File: config.mk
export PLATFORM = sky130hd
export DESIGN_NAME = alu_writeback_stage_flat
export DESIGN_NICKNAME = d
export VERILOG_FILES = /design/src/rtl/alu_writeback_stage_pkg.sv /design/src/rtl/alu_writeback_stage_if.sv /design/src/rtl/alu_writeback_stage_wb_skid_buffer.sv /design/src/rtl/alu_writeback_stage.sv /design/src/flat_wrapper.sv
export SDC_FILE = /design/constraint.sdc
export NUM_CORES = 1
export LEC_CHECK = 0
export CAP_MARGIN = 20
export CELL_PAD_IN_SITES_DETAIL_PLACEMENT = 0
export CELL_PAD_IN_SITES_GLOBAL_PLACEMENT = 1
export CORE_MARGIN = 1.5
export CORE_UTILIZATION = 32
export DETAILED_ROUTE_END_ITERATION = 8
export PLACE_DENSITY = 0.83
export SLEW_MARGIN = 20
export SYNTH_ARGS = -nofsm -noshare
export SYNTH_HDL_FRONTEND = slang
export SYNTH_HIERARCHICAL = 1
export SYNTH_SLANG_ARGS = --single-unit
File: constraint.sdc
create_clock -name clk -period 2.2 [get_ports clk]
set_clock_uncertainty 0.05 [all_clocks]
set_input_delay 0.33 -clock clk [delete_from_list [all_inputs] [get_ports clk]]
set_output_delay 0.33 -clock clk [all_outputs]
set_load 0.05 [all_outputs]
File: src/rtl/alu_writeback_stage_pkg.sv
// ------------------------------------------------------------------
// alu_writeback_stage_pkg: shared widths, flag and buffer-entry types
// Rev 1.0
// ------------------------------------------------------------------
`default_nettype none

package alu_writeback_stage_pkg;

  localparam int DATA_WIDTH     = 16;
  localparam int REG_ADDR_WIDTH = 3;

  typedef struct packed {
    logic always_on;
    logic carry;
    logic no_carry;
    logic zero;
    logic not_zero;
    logic negative;
    logic positive;
    logic overflow;
  } flags_t;

  localparam flags_t FLAGS_RESET_VALUE = '{
    always_on: 1'b1,
    no_carry:  1'b1,
    not_zero:  1'b1,
    default:   1'b0
  };

  typedef struct packed {
    logic [REG_ADDR_WIDTH-1:0] addr;
    logic [DATA_WIDTH-1:0]     data;
  } wb_entry_t;

  typedef enum logic [1:0] {
    EMPTY = 2'd0,
    ONE   = 2'd1,
    TWO   = 2'd2
  } wb_state_e;

endpackage

`default_nettype wire

File: src/rtl/alu_writeback_stage_if.sv
// ------------------------------------------------------------------
// alu_writeback_stage_if: ALU result, register-file write and lookup signals
// Rev 1.0
// ------------------------------------------------------------------
`default_nettype none

interface alu_writeback_stage_if;
  import alu_writeback_stage_pkg::*;

  logic                      in_valid;
  logic                      in_ready;
  logic                      in_write;
  logic                      in_flag_write;
  logic [REG_ADDR_WIDTH-1:0] in_addr;
  logic [DATA_WIDTH-1:0]     in_result;
  flags_t                    in_flags;
  flags_t                    flags_out;
  logic                      rf_valid;
  logic                      rf_ready;
  logic [REG_ADDR_WIDTH-1:0] rf_addr;
  logic [DATA_WIDTH-1:0]     rf_data;
  logic [REG_ADDR_WIDTH-1:0] lookup_addr;
  logic                      lookup_hit;
  logic [DATA_WIDTH-1:0]     lookup_data;

  modport master (
    output in_valid, in_write, in_flag_write, in_addr, in_result, in_flags,
    input  in_ready, flags_out,
    input  rf_valid, rf_addr, rf_data,
    output rf_ready,
    output lookup_addr,
    input  lookup_hit, lookup_data
  );

  modport slave (
    input  in_valid, in_write, in_flag_write, in_addr, in_result, in_flags,
    output in_ready, flags_out,
    output rf_valid, rf_addr, rf_data,
    input  rf_ready,
    input  lookup_addr,
    output lookup_hit, lookup_data
  );

endinterface

`default_nettype wire

File: src/rtl/alu_writeback_stage_wb_skid_buffer.sv
// ------------------------------------------------------------------
// wb_skid_buffer: 2-entry in-order write buffer with head output and lookup
// Rev 1.0
// ------------------------------------------------------------------
`default_nettype none

module wb_skid_buffer
  import alu_writeback_stage_pkg::*;
(
  input  wire logic                      clk,
  input  wire logic                      rst_n,
  input  wire logic                      push,
  input  wire wb_entry_t                 push_entry,
  input  wire logic                      pop_ready,
  output logic                           ready,
  output logic                           head_valid,
  output wb_entry_t                      head,
  input  wire logic [REG_ADDR_WIDTH-1:0] lookup_addr,
  output logic                           lookup_hit,
  output logic [DATA_WIDTH-1:0]          lookup_data
);

  wb_state_e r_state;
  wb_state_e w_next_state;
  wb_entry_t r_entry0;
  wb_entry_t r_entry1;
  wb_entry_t w_next_entry0;
  wb_entry_t w_next_entry1;
  logic      w_pop;
  logic      w_hit0;
  logic      w_hit1;

  always_ff @(posedge clk or negedge rst_n) begin
    if (!rst_n) begin
      r_state  <= EMPTY;
      r_entry0 <= '0;
      r_entry1 <= '0;
    end else begin
      r_state  <= w_next_state;
      r_entry0 <= w_next_entry0;
      r_entry1 <= w_next_entry1;
    end
  end

  assign w_pop = (r_state != EMPTY) && pop_ready;

  // entry0 is always the head; entry1 is only meaningful in TWO
  always_comb begin
    w_next_state  = r_state;
    w_next_entry0 = r_entry0;
    w_next_entry1 = r_entry1;
    case (r_state)
      EMPTY: begin
        if (push) begin
          w_next_state  = ONE;
          w_next_entry0 = push_entry;
        end
      end
      ONE: begin
        if (push && w_pop) begin
          w_next_entry0 = push_entry;
        end else if (push) begin
          w_next_state  = TWO;
          w_next_entry1 = push_entry;
        end else if (w_pop) begin
          w_next_state  = EMPTY;
        end
      end
      TWO: begin
        if (w_pop) begin
          w_next_state  = ONE;
          w_next_entry0 = r_entry1;
        end
      end
      default: begin
        w_next_state = EMPTY;
      end
    endcase
  end

  assign ready      = (r_state != TWO);
  assign head_valid = (r_state != EMPTY);
  assign head       = head_valid ? r_entry0 : '0;

  assign w_hit0      = head_valid && (r_entry0.addr == lookup_addr);
  assign w_hit1      = (r_state == TWO) && (r_entry1.addr == lookup_addr);
  assign lookup_hit  = w_hit0 || w_hit1;
  assign lookup_data = w_hit1 ? r_entry1.data :
                       w_hit0 ? r_entry0.data : '0;

endmodule

`default_nettype wire

File: src/rtl/alu_writeback_stage.sv
// ------------------------------------------------------------------
// alu_writeback_stage: flags register, accept logic and write-back buffering
// Rev 1.0
// ------------------------------------------------------------------
`default_nettype none

module alu_writeback_stage
  import alu_writeback_stage_pkg::*;
(
  input  wire logic           clk,
  input  wire logic           rst_n,
  alu_writeback_stage_if.slave bus
);

  flags_t    r_flags;
  logic      w_ready;
  logic      w_accept;
  logic      w_push;
  wb_entry_t w_push_entry;
  logic      w_head_valid;
  wb_entry_t w_head;

  assign w_accept     = bus.in_valid && w_ready;
  assign w_push       = w_accept && bus.in_write;
  assign w_push_entry = '{addr: bus.in_addr, data: bus.in_result};

  always_ff @(posedge clk or negedge rst_n) begin
    if (!rst_n) begin
      r_flags <= FLAGS_RESET_VALUE;
    end else if (w_accept && bus.in_flag_write) begin
      r_flags <= bus.in_flags;
    end
  end

  wb_skid_buffer u_buffer (
    .clk         (clk),
    .rst_n       (rst_n),
    .push        (w_push),
    .push_entry  (w_push_entry),
    .pop_ready   (bus.rf_ready),
    .ready       (w_ready),
    .head_valid  (w_head_valid),
    .head        (w_head),
    .lookup_addr (bus.lookup_addr),
    .lookup_hit  (bus.lookup_hit),
    .lookup_data (bus.lookup_data)
  );

  assign bus.in_ready  = w_ready;
  assign bus.flags_out = r_flags;
  assign bus.rf_valid  = w_head_valid;
  assign bus.rf_addr   = w_head.addr;
  assign bus.rf_data   = w_head.data;

endmodule

`default_nettype wire

File: src/flat_wrapper.sv
// flat-port wrapper written by rule: the top's interface ports become plain ports
module alu_writeback_stage_flat import alu_writeback_stage_pkg::*;
  (clk, rst_n, bus_in_valid, bus_in_write, bus_in_flag_write, bus_in_addr, bus_in_result, bus_in_flags, bus_in_ready, bus_flags_out, bus_rf_valid, bus_rf_addr, bus_rf_data, bus_rf_ready, bus_lookup_addr, bus_lookup_hit, bus_lookup_data);
  alu_writeback_stage_if bus_i ();
  input  wire logic clk;
  input  wire logic rst_n;
  input wire logic [$bits(bus_i.in_valid)-1:0] bus_in_valid;
  input wire logic [$bits(bus_i.in_write)-1:0] bus_in_write;
  input wire logic [$bits(bus_i.in_flag_write)-1:0] bus_in_flag_write;
  input wire logic [$bits(bus_i.in_addr)-1:0] bus_in_addr;
  input wire logic [$bits(bus_i.in_result)-1:0] bus_in_result;
  input wire logic [$bits(bus_i.in_flags)-1:0] bus_in_flags;
  output wire logic [$bits(bus_i.in_ready)-1:0] bus_in_ready;
  output wire logic [$bits(bus_i.flags_out)-1:0] bus_flags_out;
  output wire logic [$bits(bus_i.rf_valid)-1:0] bus_rf_valid;
  output wire logic [$bits(bus_i.rf_addr)-1:0] bus_rf_addr;
  output wire logic [$bits(bus_i.rf_data)-1:0] bus_rf_data;
  input wire logic [$bits(bus_i.rf_ready)-1:0] bus_rf_ready;
  input wire logic [$bits(bus_i.lookup_addr)-1:0] bus_lookup_addr;
  output wire logic [$bits(bus_i.lookup_hit)-1:0] bus_lookup_hit;
  output wire logic [$bits(bus_i.lookup_data)-1:0] bus_lookup_data;
  assign bus_i.in_valid = bus_in_valid;
  assign bus_i.in_write = bus_in_write;
  assign bus_i.in_flag_write = bus_in_flag_write;
  assign bus_i.in_addr = bus_in_addr;
  assign bus_i.in_result = bus_in_result;
  assign bus_i.in_flags = bus_in_flags;
  assign bus_in_ready = bus_i.in_ready;
  assign bus_flags_out = bus_i.flags_out;
  assign bus_rf_valid = bus_i.rf_valid;
  assign bus_rf_addr = bus_i.rf_addr;
  assign bus_rf_data = bus_i.rf_data;
  assign bus_i.rf_ready = bus_rf_ready;
  assign bus_i.lookup_addr = bus_lookup_addr;
  assign bus_lookup_hit = bus_i.lookup_hit;
  assign bus_lookup_data = bus_i.lookup_data;
  alu_writeback_stage u_core (.clk(clk), .rst_n(rst_n), .bus(bus_i));
endmodule
# After elaboration in Yosys (flattened, before gate mapping)
# Cells that the tools add are included.
# op_classes
n_eq_ne	10
n_mux	13
n_bitwise	1
n_reduce_logical	14
# ops
cell	count
$mux 19	4
$pmux 19 s3	1
$mux 16	2
$mux 2	5
$ne 2x2->1 const B	5
$reduce_and 4->1	2
$logic_and 1x1->1	7
$eq 3x3->1	2
$pmux 2 s3	1
$ne 3x3->1 const B	1
$reduce_and 3->1	1
$reduce_bool 3->1	1
$eq 2x1->1 const B	1
$eq 2x2->1 const B	1
$logic_not 2->1	1
$reduce_bool 2->1	1
$logic_or 1x1->1	1
$not 1->1	1
# word_totals
register_bits	48
output_inout_bits	46
elab_cells	51
inputBits	36

# Logic depth before layout (Yosys ltp)
# depth
depth_word	6
mapped_depth	8
ltp_nobuf	5

# Modules after synthesis
# The synthesis kept the hierarchy.
# modules_own_cells
module	cells_per_inst	area_per_inst_um2	instances
wb_skid_buffer	218	2292.2	1
alu_writeback_stage	18	319.1	1

# Least setup slack after synthesis
# Ideal clock, no wire load.
# synth_timing
kind	reg-to-reg
startpoint	reg u_core.u_buffer.r_state[1]
endpoint	reg u_core/u_buffer/r_entry0[15] (netlist name)
arrival_ns	2.699
synth_period_minus_slack_ns	2.873
required_time_ns	2.025
path_buffers	2
path_slack_ns	-0.673
path_stages_with_launch	8
cell_sequence	dfrtp_1 -> nand2b_1 -> clkbuf_1 -> and3_2 -> nand2b_1 -> o21ai_2 -> buf_2 -> mux2_2
# synth_via
elab_chain_cells	6
elab_cells_between_ends	15
# synth_lines
element	line_no	source
start: declaration	alu_writeback_stage_wb_skid_buffer.sv:23	wb_state_e r_state;
start signal: assignment	alu_writeback_stage_wb_skid_buffer.sv:39	r_state <= w_next_state;
$ne 2x2->1 (*)	alu_writeback_stage_wb_skid_buffer.sv:81	assign ready = (r_state != TWO);
net bus_in_ready	flat_wrapper.sv:13	output wire logic [$bits(bus_i.in_ready)-1:0] bus_in_ready;
$logic_and 1x1->1 (*)	alu_writeback_stage.sv:23	assign w_accept = bus.in_valid && w_ready;
$logic_and 1x1->1 (*)	alu_writeback_stage.sv:24	assign w_push = w_accept && bus.in_write;
net u_core.w_push	alu_writeback_stage.sv:18	logic w_push;
$logic_and 1x1->1	alu_writeback_stage_wb_skid_buffer.sv:60	if (push && w_pop) begin
$ne 2x2->1 (no line)	n/a	
$reduce_and 4->1 (no line) (*)	n/a	
end signal: assignment	alu_writeback_stage_wb_skid_buffer.sv:40	r_entry0 <= w_next_entry0;
end: declaration	alu_writeback_stage_wb_skid_buffer.sv:25	wb_entry_t r_entry0;
# Mark *: on every way through the listed nets, which the timed path passes. The rest lies on a longest branch.
# A chain may end at the register's enable or synchronous reset.

# Worst setup path after layout
# layout_timing
startpoint	reg u_core/u_buffer/r_entry1[18] (netlist name)
endpoint	out bus_lookup_data[3]
# layout_via
elab_chain_cells	3
# layout_lines
element	line_no	source
start: declaration	alu_writeback_stage_wb_skid_buffer.sv:26	wb_entry_t r_entry1;
start signal: assignment	alu_writeback_stage_wb_skid_buffer.sv:41	r_entry1 <= w_next_entry1;
$eq 3x3->1	alu_writeback_stage_wb_skid_buffer.sv:86	assign w_hit1 = (r_state == TWO) && (r_entry1.addr == lookup_addr);
$logic_and 1x1->1	alu_writeback_stage_wb_skid_buffer.sv:86	
$mux 16	alu_writeback_stage_wb_skid_buffer.sv:88	assign lookup_data = w_hit1 ? r_entry1.data :
end: declaration	flat_wrapper.sv:21	output wire logic [$bits(bus_i.lookup_data)-1:0] bus_lookup_data;
# Every way passes these cells.

==> results.txt <==
* Worst Path Max Fanout: 8
* Register area share after synthesis: around 46%
- FF+latch area: 1205 µm²
- Final non-filler cell area: between 4000 and 5000 µm²
* Start-to-end type of the worst setup path: reg2out
- Summing the areas of all compound-gate instances in the mapped netlist gives 8.625% of the synthesized area.
- Counting flops and latches in the post-synthesis netlist gives 48.
* I/O pin count: between 80 and 90
* Synthesized-area fraction occupied by adder cells: 0%
- Aggregate negative setup slack: -2.921 ns
* Placeable core area: 7807 µm²
- Hold_ws: 0.06474 ns
- Maximum number of pins on one net before global-route repair: 37
* Share of cell area taken by muxes after synthesis: approximately 28%
- Synthesis produced a netlist with a net count of between 200 and 300.
- In this run the worst hold path is classified as in2async.
* Area delta synth->final: 72.93%
- Leakage power figure: 1.850 nW
- Number of placed instances, taps included: 426
* Register share of total power: 31.9%
- Detailed-route DRC error count: 0
* Mapped Cells: 236
* FFs w/ async S/R, synth: 100.0%
* Setup repair after global routing missed its margin: yes
* Clock Path Buffers: 2
- The number of global-route vias before repair is approximately 2400.
* Share of total power in combinational logic: between 50 and 60%
* Total setup violations reported at the end of the flow: 17
- Count of nets after finishing: 372
* Maximum achievable frequency: 418.3 MHz
- For this run, the detailed router's first-pass iteration total came to 4.
- Fraction of final layout cells sized beyond drive strength 1: 47.18%
- Total half-perimeter wirelength after legalization and detailed placement: 5.154 mm
* Total vias in the final route: 2169
* Post-synthesis instance area: around 2600 µm²
- Wirelength, routed: 7.217 mm
- After clock tree synthesis, the clock-pin slew on the worst setup and hold paths is ~0.09 ns.
- Initial standard-cell utilization of the core: 33.45%
* Critical Path Source Type: register
- Worst R2R Setup Slack: ~0.060 ns
* Mean instance size in the synthesized netlist: between 10 and 15 µm²
* Initial antenna violation count: 0
* Outcome: finished with violations
- Min Tclk post-route: between 2 and 2.5 ns
- The worst path uses 108.7% of the clock period.
- Yosys warns: 6
* Clock root buffer: sky130_fd_sc_hd__clkbuf_8
* CTS Hold Buffers Added: 0
- After floorplanning, the core was divided into 32 placement rows.
- During placement, the flow inserted port buffers numbering 81.
- The first global-routing pass estimated about 12 mm of wire.
- Final Max Slew Viols: 0
- Mean number of vias per cell: ~4.9
* Count of final hold-check violations: 0
- Clock latency reported for the late side of the worst-skew pair: 0.29 ns
- Arrival @ worst endpoint: 2.01 ns
* Clock H-tree levels: 2
- Once detail routing completed, the nets flagged for antenna violations numbered 0.
- The worst pin sits at a relative slew slack of between 40% and 50%.
- Global routing finished with a remaining overflow of 0.
- Sinks on the clock net: 48
- Clock tree synthesis inserted a total of 5 buffers.
- Worst path setup slack after routing: -0.1907 ns
- Net switching power: roughly 0.0017 W
* Required time of the critical path: between 1.5 and 2 ns
* Fin cells: about 440
- Die Ht: about 93 µm
- Of the total power, the clock network draws 11.9%.
- Total power divided by cell area: 947.5 nW/µm²
* Largest vdd supply drop: about 0.48 mV
* Antenna diode count: 0
- Max-cap violations in this run came to 0.
- Total internal power: about 0.0026 W
- Dominant combinational cell family by area after synthesis: multiplexers
* Actual transition at the worst max-transition pin: ~0.81 ns
- CTS tree: yes
- The first routing iteration left 56 violations.
- The worst setup path is captured at an output pin.
- The final reports fail on setup timing.
- Final standard cell utilization of the core: just under 60%
- Multi-input combinational cell area: ~1500 µm²
- The synthesized netlist devotes 10.49% of its cell area to simple gates.
- Measured along the x axis, the die boundary spans between 90 and 100 µm.
* EDFF count, synth: 0
- Of the total power, the share spent switching nets is between 40% and 50%.
- The number of different library cells used by synthesis comes to 28.
- Gp weighted congestion: 0.7732
* Share of the synthesized netlist area taken by xor and xnor gates: around 2.0%
- After filler insertion, the fill cell instance count of the layout stands at ~640.
- Global routing used between 10% and 20% of the available tracks across all layers.
- The die covers just under 9000 µm².
- For this run, the leading register cell type out of synthesis is sky130_fd_sc_hd__dfrtp_1.
- Area post-placement: 4344 µm²
* Routed wire per std cell: between 15 and 20 µm
==> layout by cell type, fill, tap and decap left out, types with 5 or more instances in the layout <==
cell type	n
sky130_fd_sc_hd__buf_12	43
sky130_fd_sc_hd__buf_4	21
sky130_fd_sc_hd__clkbuf_8	5
sky130_fd_sc_hd__clkdlybuf4s50_1	39
sky130_fd_sc_hd__dfrtp_1	45
sky130_fd_sc_hd__inv_1	16
sky130_fd_sc_hd__mux2_2	49
sky130_fd_sc_hd__mux2i_4	16
sky130_fd_sc_hd__nand2_1	17
sky130_fd_sc_hd__nand4_1	17
sky130_fd_sc_hd__o21a_1	8
sky130_fd_sc_hd__o21a_2	8
sky130_fd_sc_hd__o21ai_0	16
==> stage by stage <==
stage               worst slack, ns  total power [W]
finish                      -0.1907         0.004278
global route                -0.2582         0.004505
CTS                         -0.2356         0.004295
detailed placement          -0.4246         0.003759
global placement            -0.4115         0.003706
floorplan                  -0.03546         0.002655
==> critical path, cell delays in order, from the launching register on <==
cell                      delay (ns)
sky130_fd_sc_hd__dfrtp_1        0.40
sky130_fd_sc_hd__xor2_1         0.15
sky130_fd_sc_hd__or4_4          0.60
sky130_fd_sc_hd__buf_16         0.21
sky130_fd_sc_hd__mux2i_4        0.20
sky130_fd_sc_hd__buf_12         0.16
==> state kept, by name (all words and copies together), names as in the netlist <==
| register | cells |
|---|---|
| u_core/u_buffer/r_entry1 | 19 |
| u_core/bus.flags_out | 8 |
| u_core/u_buffer/r_state | 2 |
| u_core/u_buffer/r_entry0 | 19 |
==> logic make-up after synthesis <==
family	after synthesis
AO/OA/AOI/OAI	36
XOR/XNOR	6
buffers and inverters	32
flip-flops	48
multiplexers	66
AND/OR/NAND/NOR	48
==> power by group through the flow <==
stage	clock network, W	registers, W	logic, W
floorplan	0	0.00143	0.00123
global placement	0	0.00136	0.00234
detailed placement	0	0.00139	0.00237
CTS	0.000526	0.00137	0.00240
global route	0.000567	0.00140	0.00253
finish	0.000511	0.00137	0.00240
==> metal layers <==
metal,up-vias,wire (µm),part of all wire (%),track usage (%)
met5,-,0,0,0
li1,1030,-,-,-
met4,0,56,0.78,4.545
met2,67,3673,51,31.10
met1,1064,3084,43,21.95
met3,8,402,5.6,4.390
==> cells in the mapped netlist (2+ instances only) <==
cell type / count / area (µm²)
sky130_fd_sc_hd__mux2_2: 49 / 551.8
sky130_fd_sc_hd__dfrtp_1: 45 / 1126
sky130_fd_sc_hd__nand2_1: 18 / 67.56
sky130_fd_sc_hd__mux2i_1: 17 / 170.2
sky130_fd_sc_hd__nand4_1: 17 / 106.4
sky130_fd_sc_hd__inv_1: 16 / 60.06
sky130_fd_sc_hd__o21a_1: 16 / 120.1
sky130_fd_sc_hd__o21ai_0: 16 / 80.08
sky130_fd_sc_hd__clkbuf_1: 12 / 45.04
sky130_fd_sc_hd__and2_1: 3 / 18.77
sky130_fd_sc_hd__dfstp_2: 3 / 78.83
sky130_fd_sc_hd__xnor2_1: 3 / 26.28
sky130_fd_sc_hd__xor2_1: 3 / 26.28
sky130_fd_sc_hd__a21oi_1: 2 / 10.01
sky130_fd_sc_hd__nand2b_1: 2 / 12.51
sky130_fd_sc_hd__nor2b_1: 2 / 12.51
==> area by class of cell <==
class / instances / share of cell area (%)
inverter: 16 / 1.330
multi-input combinational: 156 / 34.28
timing repair buffer: 109 / 33.11
sequential: 48 / 26.68
clock buffer: 8 / 1.773
tap: 102 / 2.826
==> repair_timing <==
item / 4_1_cts / 5_1_grt
setup buffers: 1 / 2
endpoints found under the setup margin: 17 / 26
gates resized for setup: 6 / 3
gates cloned: 2 / 0
pin swaps: 1 / 1
==> final timing paths <==
path	from	endpoint	depth (start not counted)
min	rst_n	u_core/u_buffer/r_entry1[10]$_DFFE_PN0P_	1
max in group asynchronous	rst_n	u_core/u_buffer/r_entry0[17]$_DFFE_PN0P_	2
max reg2reg	u_core/u_buffer/r_state[1]$_DFFE_PN0P_	u_core/u_buffer/r_entry1[17]$_DFFE_PN0P_	6
min reg2reg	u_core/bus.flags_out[1]$_DFFE_PN0P_	u_core/bus.flags_out[1]$_DFFE_PN0P_	1
max	u_core/u_buffer/r_entry1[18]$_DFFE_PN0P_	bus_lookup_data[3]	5
min in group clk	u_core/bus.flags_out[1]$_DFFE_PN0P_	u_core/bus.flags_out[1]$_DFFE_PN0P_	1
(Power assumes the default switching activity.)
